--- src/rtl/fetch_unit_pkg.sv ---
// Shared types and constants for the instruction-fetch stage.
// State encoding, reset PC default, instruction width, branch decision.
package fetch_unit_pkg;

    typedef enum logic [1:0] {
        FU_RST   = 2'd0,
        FU_FETCH = 2'd1,
        FU_EXEC  = 2'd2
    } fu_state_t;

    localparam logic [31:0] FU_RESET_PC = 32'h0000_0000;
    localparam int          INSTR_W     = 32;

    // A jump always redirects; a branch only when the ALU saw equality.
    function automatic logic take_f(
        input logic jump,
        input logic branch,
        input logic zero
    );
        return jump | (branch & zero);
    endfunction

endpackage

--- src/rtl/fetch_next_pc.sv ---
// Next-PC calculation: sequential PC+4 or PC+4 plus a signed word offset.
// Purely combinational; wraps modulo 2^32.
module fetch_next_pc
    import fetch_unit_pkg::*;
(
    input  logic [31:0] PC,
    input  logic [7:0]  OFFSET,
    input  logic        JUMP,
    input  logic        BRANCH,
    input  logic        ZERO,
    output logic [31:0] NEXT_PC
);

    logic        take;
    logic [31:0] seq_pc;
    logic [31:0] disp;

    assign take    = take_f(JUMP, BRANCH, ZERO);
    assign seq_pc  = PC + 32'd4;
    // Word offset sign-extended and scaled to bytes.
    assign disp    = {{22{OFFSET[7]}}, OFFSET, 2'b00};
    assign NEXT_PC = take ? seq_pc + disp : seq_pc;

endmodule

--- src/rtl/fetch_unit.sv ---
// Registered fetch stage: PC, imem handshake, instruction latch,
// and a saturating counter of busywait-stalled cycles.
module fetch_unit
    import fetch_unit_pkg::*;
#(
    parameter logic [31:0] RESET_PC    = FU_RESET_PC,
    parameter int          STALL_CNT_W = 16
) (
    input  logic                   CLK,
    input  logic                   RESET_N,
    input  logic                   JUMP,
    input  logic                   BRANCH,
    input  logic                   ZERO,
    input  logic [7:0]             OFFSET,
    input  logic                   DATA_BUSYWAIT,
    input  logic                   INSTR_BUSYWAIT,
    input  logic [INSTR_W-1:0]     INSTR_READDATA,
    output logic                   INSTR_READ,
    output logic [31:0]            INSTR_ADDRESS,
    output logic [31:0]            PC,
    output logic [INSTR_W-1:0]     INSTRUCTION,
    output logic                   INSTR_VALID,
    output logic [STALL_CNT_W-1:0] STALL_CYCLES
);

    fu_state_t              state;
    logic [31:0]            pc_q;
    logic [31:0]            next_pc;
    logic [INSTR_W-1:0]     instr_q;
    logic [STALL_CNT_W-1:0] stall_q;
    logic [STALL_CNT_W-1:0] stall_inc;
    logic                   read_q;
    logic                   valid_q;

    fetch_next_pc u_next_pc (
        .PC      (pc_q),
        .OFFSET  (OFFSET),
        .JUMP    (JUMP),
        .BRANCH  (BRANCH),
        .ZERO    (ZERO),
        .NEXT_PC (next_pc)
    );

    // Counter holds at all-ones instead of wrapping.
    assign stall_inc = (&stall_q) ? stall_q : stall_q + 1'b1;

    // FSM with PC, instruction latch, stall counter and registered strobes.
    always_ff @(posedge CLK) begin
        if (!RESET_N) begin
            state   <= FU_RST;
            pc_q    <= RESET_PC;
            instr_q <= '0;
            stall_q <= '0;
            read_q  <= 1'b0;
            valid_q <= 1'b0;
        end else begin
            unique case (state)
                FU_RST: begin
                    state  <= FU_FETCH;
                    read_q <= 1'b1;
                end
                FU_FETCH: begin
                    if (INSTR_BUSYWAIT) begin
                        stall_q <= stall_inc;
                    end else begin
                        instr_q <= INSTR_READDATA;
                        state   <= FU_EXEC;
                        read_q  <= 1'b0;
                        valid_q <= 1'b1;
                    end
                end
                FU_EXEC: begin
                    if (DATA_BUSYWAIT) begin
                        stall_q <= stall_inc;
                    end else begin
                        pc_q    <= next_pc;
                        state   <= FU_FETCH;
                        read_q  <= 1'b1;
                        valid_q <= 1'b0;
                    end
                end
                default: begin
                    state   <= FU_RST;
                    read_q  <= 1'b0;
                    valid_q <= 1'b0;
                end
            endcase
        end
    end

    assign INSTR_READ    = read_q;
    assign INSTR_VALID   = valid_q;
    assign INSTR_ADDRESS = pc_q;
    assign PC            = pc_q;
    assign INSTRUCTION   = instr_q;
    assign STALL_CYCLES  = stall_q;

endmodule
--- config.mk ---
export PLATFORM = sky130hd
export DESIGN_NAME = fetch_unit
export DESIGN_NICKNAME = d
export VERILOG_FILES = /design/src/rtl/fetch_unit_pkg.sv /design/src/rtl/fetch_next_pc.sv /design/src/rtl/fetch_unit.sv
export SDC_FILE = /design/constraint.sdc
export NUM_CORES = 1
export LEC_CHECK = 0
export ABC_AREA = 1
export CELL_PAD_IN_SITES_DETAIL_PLACEMENT = 1
export CELL_PAD_IN_SITES_GLOBAL_PLACEMENT = 2
export CORE_MARGIN = 5
export CORE_UTILIZATION = 27
export CTS_BUF_LIST = sky130_fd_sc_hd__clkbuf_4 sky130_fd_sc_hd__clkbuf_8
export DETAILED_ROUTE_END_ITERATION = 16
export HOLD_SLACK_MARGIN = 0.06
export PLACE_DENSITY_LB_ADDON = 0.1
export SLEW_MARGIN = 20
export SYNTH_ARGS = -nofsm -noshare
export SYNTH_HDL_FRONTEND = slang
export SYNTH_HIERARCHICAL = 1
export SYNTH_SLANG_ARGS = --single-unit
--- constraint.sdc ---
create_clock -name CLK -period 3.1 [get_ports CLK]
set_clock_uncertainty 0.15 [all_clocks]
set_input_delay 0.465 -clock CLK [delete_from_list [all_inputs] [get_ports CLK]]
set_output_delay 0.465 -clock CLK [all_outputs]
set_load 0.1 [all_outputs]
After elaboration in Yosys (flattened, before gate mapping)
Index checks and enable logic that the tools add are counted.

Word-level logic and storage cells: 42. Output and inout port bits: 114. Input bits: 47. Register bits after elaboration: 84.

Add/subtract/negate cells: 3. Bitwise operators: 5. Reductions and logical operators: 8. Muxes and demuxes: 14. Equal/unequal tests: 6.

Operator list (count): two-way mux 16 bit (3); adder 32 x 3 -> 32 bit (second input constant) (1); adder 32 bit (1); two-way mux 32 bit (1); one-hot mux 16 bit (2 select lines) (1); adder 16 x 1 -> 16 bit (second input constant) (1); AND reduction 16 bit (1); != test 2 bit (second input constant) (4); one-hot mux 1 bit (3 select lines) (2); one-hot mux 2 bit (3 select lines) (1); AND reduction 2 bit (3); AND reduction 3 bit (2); two-way mux 1 bit (4); two-way mux 2 bit (2); inverter 1 bit (3); == test 2 x 1 -> 1 bit (second input constant) (1); == test 2 bit (second input constant) (1); logical NOT 2 bit (1); nonzero test 2 bit (1); bitwise AND 1 bit (1); OR 1 bit (1).

Depth between registers and ports, before layout
Gate-level depths: netlist of run 1.

Depth after elaboration: 4. Depth in mapped cells: 25. Depth with buffers taken out: 25.

Modules after synthesis
The synthesis of run 1 kept the hierarchy.

By module, submodules not included: fetch_unit (seq. area each 1681.6 sq um, area an instance 3631.0 sq um, cells an instance 507, times used 1); fetch_next_pc (seq. area each 0.0 sq um, area an instance 3339.5 sq um, cells an instance 654, times used 1).

Worst setup path after synthesis of run 1
OpenSTA, ideal clock, no wires.

Path type: register -> register. Start point: register pc_q[2], in the netlist INSTR_ADDRESS[2]. End point: register pc_q[31], in the netlist INSTR_ADDRESS[31]. Cell stages (with the launch flop): 21. Path buffers: 0. Arrival time: 3400 ps. Library setup time: 117 ps. Required time: 2833 ps. Setup slack: -567 ps. Clock period less this slack: 3667 ps. Cell sequence: dfxtp_1 -> ha_1 -> inv_1 -> nor2_2 -> nand4_1 -> nor2_2 -> nand4_1 -> nand2_1 -> inv_2 -> ha_1 -> nand2_1 -> nor2_1 -> and2_1 -> and3_1 -> nand2_1 -> nand2_1 -> nand2_1 -> nand3_1 -> nand2_1 -> o21ai_0 -> nor2_1.

Word-level cells in the longest chain between the ends: 3.

RTL lines: start: declaration (line fetch_unit.sv:27) `logic [31:0] pc_q;`; start signal: assignment (line fetch_unit.sv:76) `pc_q <= next_pc;`; adder 32 x 3 -> 32 bit (*) (line fetch_next_pc.sv:19) `assign seq_pc = PC + 32'd4;`; adder 32 bit (line fetch_next_pc.sv:22) `assign NEXT_PC = take ? seq_pc + disp : seq_pc;`; two-way mux 32 bit (*) (line fetch_next_pc.sv:22); named net next_pc[31] (line fetch_unit.sv:28) `logic [31:0] next_pc;`.

The timed path passes the listed nets; every way through them passes the cells marked *. A chain may end at the register's enable or synchronous reset.

Worst setup path after layout of run 1
Start point: register pc_q[7], in the netlist INSTR_ADDRESS[7]. End point: register pc_q[28], in the netlist INSTR_ADDRESS[28].

Same word-level chain as after synthesis.

==> results.yml, run 1 <==
floorplan:
  start_util_pct: 27.5
  die_width_um: 171
  die_area_sq_um: 29100
  core_area_sq_um: 25300
  fp.dieH_um: 171
  fp-row-count: 58
  io_pins: 161
layout:
  drive_above_1_share_pct: 36.7
  multi_input_area_sq_um: 5450
  synthToLayoutAreaGrowth_pct: 56.6
  final_nets: 1529
  fin_util_pct: 43.1
  fin_area_sq_um: 10900
  fillers: 3257
  area.sequential_sq_um: 1760
  antenna_cells: 0
timing:
  rsz0062_at_grt: "yes"
  fin_ws_ps: 64.7
  fin_crit_ps: 3040
  drv_slew: 0
  fin_crit_sh_pct: 97.9
  holdWs_ps: 312
  tightestPinTransition_ps: 921
  finalHoldViolCount: 0
  fmax_mhz: 329
  max-slew-margin-rel_pct: 38.2
  setup_viol: 0
  tns_ps: 0
route:
  vias: 8242
  dr.first_iter.drc_count: 250
  drtPass1Iterations: 4
  drc: 0
  routed_wl_um: 28300
  wl_per_cell_um: 16.0
  viasPerCell: 4.65
  postRouteAntennaNets: 0
setup_path:
  reg2reg_depth: 18
  cp.required_ps: 3230
  rr_endpoint: "INSTR_ADDRESS[28]"
  path_cells: "nand2_4, nor2_4, nand2_4, nor2_4, nand4_4, nor2_4, xor2_2, ha_1, nand2_1, nor2_2, nand2_1, inv_1, a21oi_2, nand3_1, nand3_2, nand2_2, o21ai_2, nor2_1"
  r2r-start: "INSTR_ADDRESS[7]"
  r2r_slack_ps: 60
  path_buf_inv: 1
  critical_path_class: "flop to flop"
  max_stage_delay_ps: 410
  crit_top_cell: "nor2_4"
  crit_family: "simple AND/OR/NAND/NOR gates"
  critPathSlowestCell: "dfxtp_4"
  crit_arrival_ps: 3160
  start_kind: "flop"
  crit_fanout: 4
  crit_path_end_kind: "flop"
clock_tree:
  cts_tree: "yes"
  cts_hold_buf: 0
  htree_levels: 3
  insertion_delay_ps: 380
  clock-root-buffer: "clkbuf_8"
  clock_sinks: 84
  cts_made_buffers: 9
  cts.clk_slew.worst_paths_ps: 100
  clock_path_buffers: 2
hold_path:
  hold_depth: 2
  min_from: "INSTR_VALID"
  hp-class: "flop to flop"
  hold_path_end: "INSTR_VALID"
global_routing:
  grt_pass1_wl_um: 44500
  gr-total-overflow: 0
  grt_max_degree: 57
  grtUsageTotal_pct: 19.0
  antenna_found_initial: 0
  grt_pass1_vias: 8515
logic_synthesis:
  synth-main-ff-cell: "dfxtp_1"
  avgSynthCellArea_sq_um: 6.00
  yosys.area_share.simple_pct: 41.5
  synth_nets: 1252
  synth_top_family_by_area: "simple AND/OR/NAND/NOR gates"
  netlist_instances: 1161
  ys_seq_elements: 84
  synth_adder_area_share_pct: 8.01
  synth-xor-area-share_pct: 4.11
  synthDistinctLibCells: 40
  seq_area_frac_synth_pct: 24.1
  muxShareOfSynthArea_pct: 0
  synth-compound-area-share_pct: 9.84
  async_reset_ff_share_pct: 0
  synth_edf_count: 0
  yosysWarnings: 6
  synth_area_sq_um: 6970
place:
  place_congestion: 0.827
  placed_cell_area_sq_um: 9570
  hpwl_um: 22100
  io_buffer_count: 160
  preCtsSetupSlack_ps: -253
power_and_ir_drop:
  vdd_drop_max_uv: 503
  power.switching_mw: 4.61
  powerDensity_nw_per_um2: 720
  clkPwrFrac_pct: 10.3
  p_int_mw: 3.26
  leakage_nw: 5.41
  p_seq_share_pct: 19.8
  comb_power_share_pct: 69.9
  p_sw_share_pct: 58.6
outcome:
  status: "completed"
run:
  drv_cap: 0
==> logic make-up after synthesis <==
logic type               Yosys count
XOR/XNOR                          31
AO/OA/AOI/OAI                    131
flip-flops                        84
AND/OR/NAND/NOR                  682
adder cells (fa/ha/maj)           44
buffers and inverters            189
==> power by group through the flow <==
| stage | logic [mW] | registers, mW | clock network, mW |
|---|---|---|---|
| finish | 5.49 | 1.56 | 0.808 |
| global placement | 5.07 | 1.56 | 0 |
| floorplan | 2.14 | 3.13 | 0 |
| global route | 5.90 | 1.60 | 0.896 |
| CTS | 5.25 | 1.55 | 0.850 |
| detailed placement | 5.11 | 1.57 | 0 |
==> how the worst max path moves through the flow <==
stage | start | endpoint | slack (ps) | depth (start not counted)
2_1_floorplan | INSTR_ADDRESS[3] | INSTR_ADDRESS[31] | 40 | 20
3_3_place_gp | INSTR_ADDRESS[18] | INSTR_ADDRESS[29] | -320 | 21
3_5_place_dp | INSTR_ADDRESS[6] | INSTR_ADDRESS[29] | -250 | 21
4_1_cts | INSTR_ADDRESS[4] | INSTR_ADDRESS[31] | -10 | 22
5_1_grt | INSTR_ADDRESS[7] | INSTR_ADDRESS[28] | -160 | 19
6_report | INSTR_ADDRESS[7] | INSTR_ADDRESS[28] | 60 | 18
==> routing by layer <==
metal  global-route usage [%]  routed length, um  vias up
met5                        0                  0        -
li1                         -                  -     4179
met2                     33.0              13800      140
met3                     2.98               1180       19
met4                     3.37                312        0
met1                     25.1              13000     3904
==> state kept, by name, indices dropped and copies added (netlist names) <==
name	count
INSTRUCTION	32
INSTR_ADDRESS	32
INSTR_READ	1
INSTR_VALID	1
STALL_CYCLES	16
state	2
==> worst reg2reg max path, stage by stage, from the launching register on <==
cell and delay [ps]:
dfxtp_4 410, nand2_4 70, nor2_4 160, nand2_4 100, nor2_4 150, nand4_4 160
nor2_4 170, xor2_2 220, ha_1 300, nand2_1 160, nor2_2 70, nand2_1 110
inv_1 60, a21oi_2 190, nand3_1 120, nand3_2 100, nand2_2 60, o21ai_2 120
nor2_1 60
==> Yosys cell counts (2+ instances only) <==
master	n	area share, %
nand3_1	77	5.5
buf_6	3	0.48
and3_1	2	0.18
xor2_1	13	1.6
a21oi_1	35	2.5
nor2_2	9	0.81
dfxtp_1	84	24
inv_1	123	6.6
or2_2	7	0.63
nand4_1	11	0.99
inv_2	3	0.16
clkbuf_1	21	1.1
xnor2_1	16	2.0
ha_1	43	7.7
nand2_1	315	17
nor3_1	6	0.43
o21ai_0	85	6.1
nor2_1	226	12
nand3b_1	9	0.97
o21bai_1	5	0.54
buf_4	35	3.8
nor4_1	2	0.18
buf_2	3	0.22
nor2_4	4	0.65
and2_1	2	0.18
nand2_2	6	0.54
a21o_1	3	0.32
==> metrics by stage <==
| stage | total power [mW] | instances |
|---|---|---|
| CTS | 7.65 | 1767 |
| global route | 8.39 | 1773 |
| global placement | 6.63 | 1743 |
| floorplan | 5.27 | 1161 |
| finish | 7.86 | 1773 |
| detailed placement | 6.68 | 1743 |
==> layout by cell type (no fill, tap or decap), types with 3 or more instances in the layout <==
master / instances
xor2_1: 11
ha_1: 19
nand2_2: 32
a21oi_1: 19
inv_1: 116
nor2_2: 27
a21oi_2: 14
nor2_4: 20
a21o_1: 3
xnor2_2: 8
xnor2_1: 8
dfxtp_1: 56
nor2_1: 192
dfxtp_2: 10
nand2_4: 19
inv_2: 8
o21ai_0: 65
ha_4: 24
nor3_1: 3
nand3_1: 60
buf_6: 5
nand3b_1: 9
o21ai_1: 17
buf_4: 276
inv_6: 4
clkdlybuf4s50_1: 45
nor4_4: 4
dfxtp_4: 18
o21ai_2: 4
nand4_1: 11
nand2_1: 271
nand3_2: 17
clkbuf_8: 9
or2_2: 6
==> area by class of cell <==
type                    instances  share of cell area (%)
well taps                     330                    3.78
inverters                     126                    4.36
clock buffers                   9                    1.13
multi-input cells             888                    49.9
clock inverters                 7                   0.607
flip-flops and latches         84                    16.1
repair buffers                329                    24.0
==> repair_timing <==
item | CTS | global route
gates resized for setup | 64 | 174
pin swaps | 25 | 75
gates cloned | 0 | 0
setup endpoints to repair | 21 | 24
setup buffers | 8 | 7
Power figures use the tool's default switching activity.
==> inputs of run 2 (changes only) <==
==> constraint.sdc (replaced) <==
create_clock -name CLK -period 2.85 [get_ports CLK]
set_clock_uncertainty 0.15 [all_clocks]
set_input_delay 0.4275 -clock CLK [delete_from_list [all_inputs] [get_ports CLK]]
set_output_delay 0.4275 -clock CLK [all_outputs]
set_load 0.1 [all_outputs]
==> run 2 against run 1 <==
The run now ends with negative setup slack left. Register-to-register slack got worse by 240 ps. Wire length rose by 0.85%. Global-route usage fell by 0.060 points. Combinational power rose by 10%. Critical path type unchanged. Largest power group unchanged.
==> results.yml, run 2 (synthesis results as in run 1) <==
setup_path:
  crit_top_cell: "nand2_1"
  cp.required_ps: 2990
  start_kind: "flop"
  critPathSlowestCell: "dfxtp_4"
  crit_family: "simple AND/OR/NAND/NOR gates"
  max_stage_delay_ps: 400
  crit_arrival_ps: 3160
  path_buf_inv: 2
  path_cells: "ha_4, inv_2, nor2_4, nand4_1, nor2_4, nand2_2, xnor2_2, ha_4, nand2_4, nor2_4, buf_4, and3_4, nand2_1, nand2_1, nand2_1, nand3_1, nand2_1, o21ai_1, nor2_1"
  crit_fanout: 5
  critical_path_class: "flop to flop"
  crit_path_end_kind: "flop"
clock_tree:
  cts.clk_slew.worst_paths_ps: 100
  cts_tree: "yes"
  cts_hold_buf: 0
  insertion_delay_ps: 390
  clock_sinks: 84
  clock-root-buffer: "clkbuf_8"
  clock_path_buffers: 2
  htree_levels: 3
  cts_made_buffers: 9
route:
  viasPerCell: 4.62
  postRouteAntennaNets: 0
  vias: 8234
  wl_per_cell_um: 16.0
  routed_wl_um: 28500
  dr.first_iter.drc_count: 294
  drtPass1Iterations: 5
  drc: 0
power_and_ir_drop:
  vdd_drop_max_uv: 583
  power.switching_mw: 5.00
  p_seq_share_pct: 19.3
  p_int_mw: 3.76
  leakage_nw: 5.46
  powerDensity_nw_per_um2: 791
  clkPwrFrac_pct: 11.7
  comb_power_share_pct: 68.9
  p_sw_share_pct: 57.1
timing:
  fin_crit_sh_pct: 106
  finalHoldViolCount: 0
  setup_viol: 14
  tns_ps: -1450
  tightestPinTransition_ps: 698
  fin_crit_ps: 3020
  drv_slew: 0
  fin_ws_ps: -172
  max-slew-margin-rel_pct: 53.5
  rsz0062_at_grt: "yes"
  fmax_mhz: 331
layout:
  final_nets: 1539
  synthToLayoutAreaGrowth_pct: 58.9
  final_common_cell: "buf_4"
  fin_util_pct: 43.7
  fin_area_sq_um: 11100
  final_cell_mix: "281 x buf_4, 267 x nand2_1, 197 x nor2_1, 119 x inv_1, 66 x o21ai_0"
  fillers: 3243
  drive_above_1_share_pct: 36.9
  antenna_cells: 0
global_routing:
  grt_max_degree: 40
  antenna_found_initial: 0
  grt_pass1_wl_um: 44100
  gr-total-overflow: 0
  grt_pass1_vias: 8363
  grtUsageTotal_pct: 18.9
floorplan:
  start_util_pct: 27.5
  die_area_sq_um: 29100
  die_width_um: 171
  core_area_sq_um: 25300
  fp.dieH_um: 171
  fp-row-count: 58
  io_pins: 161
hold_path:
  hp-class: "flop to flop"
place:
  place_congestion: 0.850
  placed_cell_area_sq_um: 9690
  io_buffer_count: 160
  preCtsSetupSlack_ps: -378
  hpwl_um: 22600
outcome:
  status: "finished with violations"
  violations: "negative setup slack"
run:
  drv_cap: 0
run 2: cell type report:
cell class / count / area [sq um] / share of cell area [%]
Clock buffer: 9 / 124 / 1.12
Clock inverter: 7 / 106 / 0.960
Inverter: 126 / 473 / 4.27
Multi-Input combinational cell: 888 / 5440 / 49.2
Sequential cell: 84 / 1770 / 16.0
Tap cell: 330 / 413 / 3.73
Timing Repair Buffer: 339 / 2740 / 24.8
run 2: timing repair:
item,4_1_cts,5_1_grt
resized for setup,133,74
gates cloned,0,0
buffers inserted,12,11
endpoints found under the hold margin,0,0
pin swaps,40,34
endpoints found under the setup margin,23,25
run 2: stage by stage:
step | instances | power [mW] | hold slack (ps)
after floorplan | 1161 | 5.77 | 363
after global placement | 1744 | 7.27 | 286
after detailed placement | 1744 | 7.32 | 294
after CTS | 1772 | 8.66 | 309
after global routing | 1783 | 9.30 | 343
final | 1783 | 8.76 | 303
run 2: worst paths after layout:
| kind | endpoint | cells after the start | slack, ps | startpoint |
|---|---|---|---|---|
| worst max-delay path | INSTR_ADDRESS[31] | 19 | -170 | INSTR_ADDRESS[3] |
| worst min-delay path | INSTR_VALID | 2 | 300 | INSTR_VALID |
| worst max register to register | INSTR_ADDRESS[31] | 19 | -170 | INSTR_ADDRESS[3] |
| worst min register to register | INSTR_VALID | 2 | 300 | INSTR_VALID |
run 2: worst min-delay path: cells and delay by family (launching register included):
kind                   cells  cell delay (ps)
buffers and inverters      1               50
AOI/OAI and AO/OA          1               50
DFF                        1              320
run 2: routing by layer:
metal | GRT usage (%) | vias to the layer above | part of all wire, %
met3 | 2.89 | 11 | 3.6
met5 | 0 | - | 0
met1 | 25.2 | 3906 | 47
li1 | - | 4185 | -
met4 | 2.26 | 0 | 0.55
met2 | 33.3 | 132 | 49
run 2: power groups by stage:
stage                     Sequential (mW)  Clock, mW  Combinational [mW]
after detailed placement             1.71          0                5.62
after global routing                 1.73       1.12                6.45
after CTS                            1.69       1.07                5.90
after floorplan                      3.41          0                2.36
final                                1.69       1.03                6.04
after global placement               1.70          0                5.57
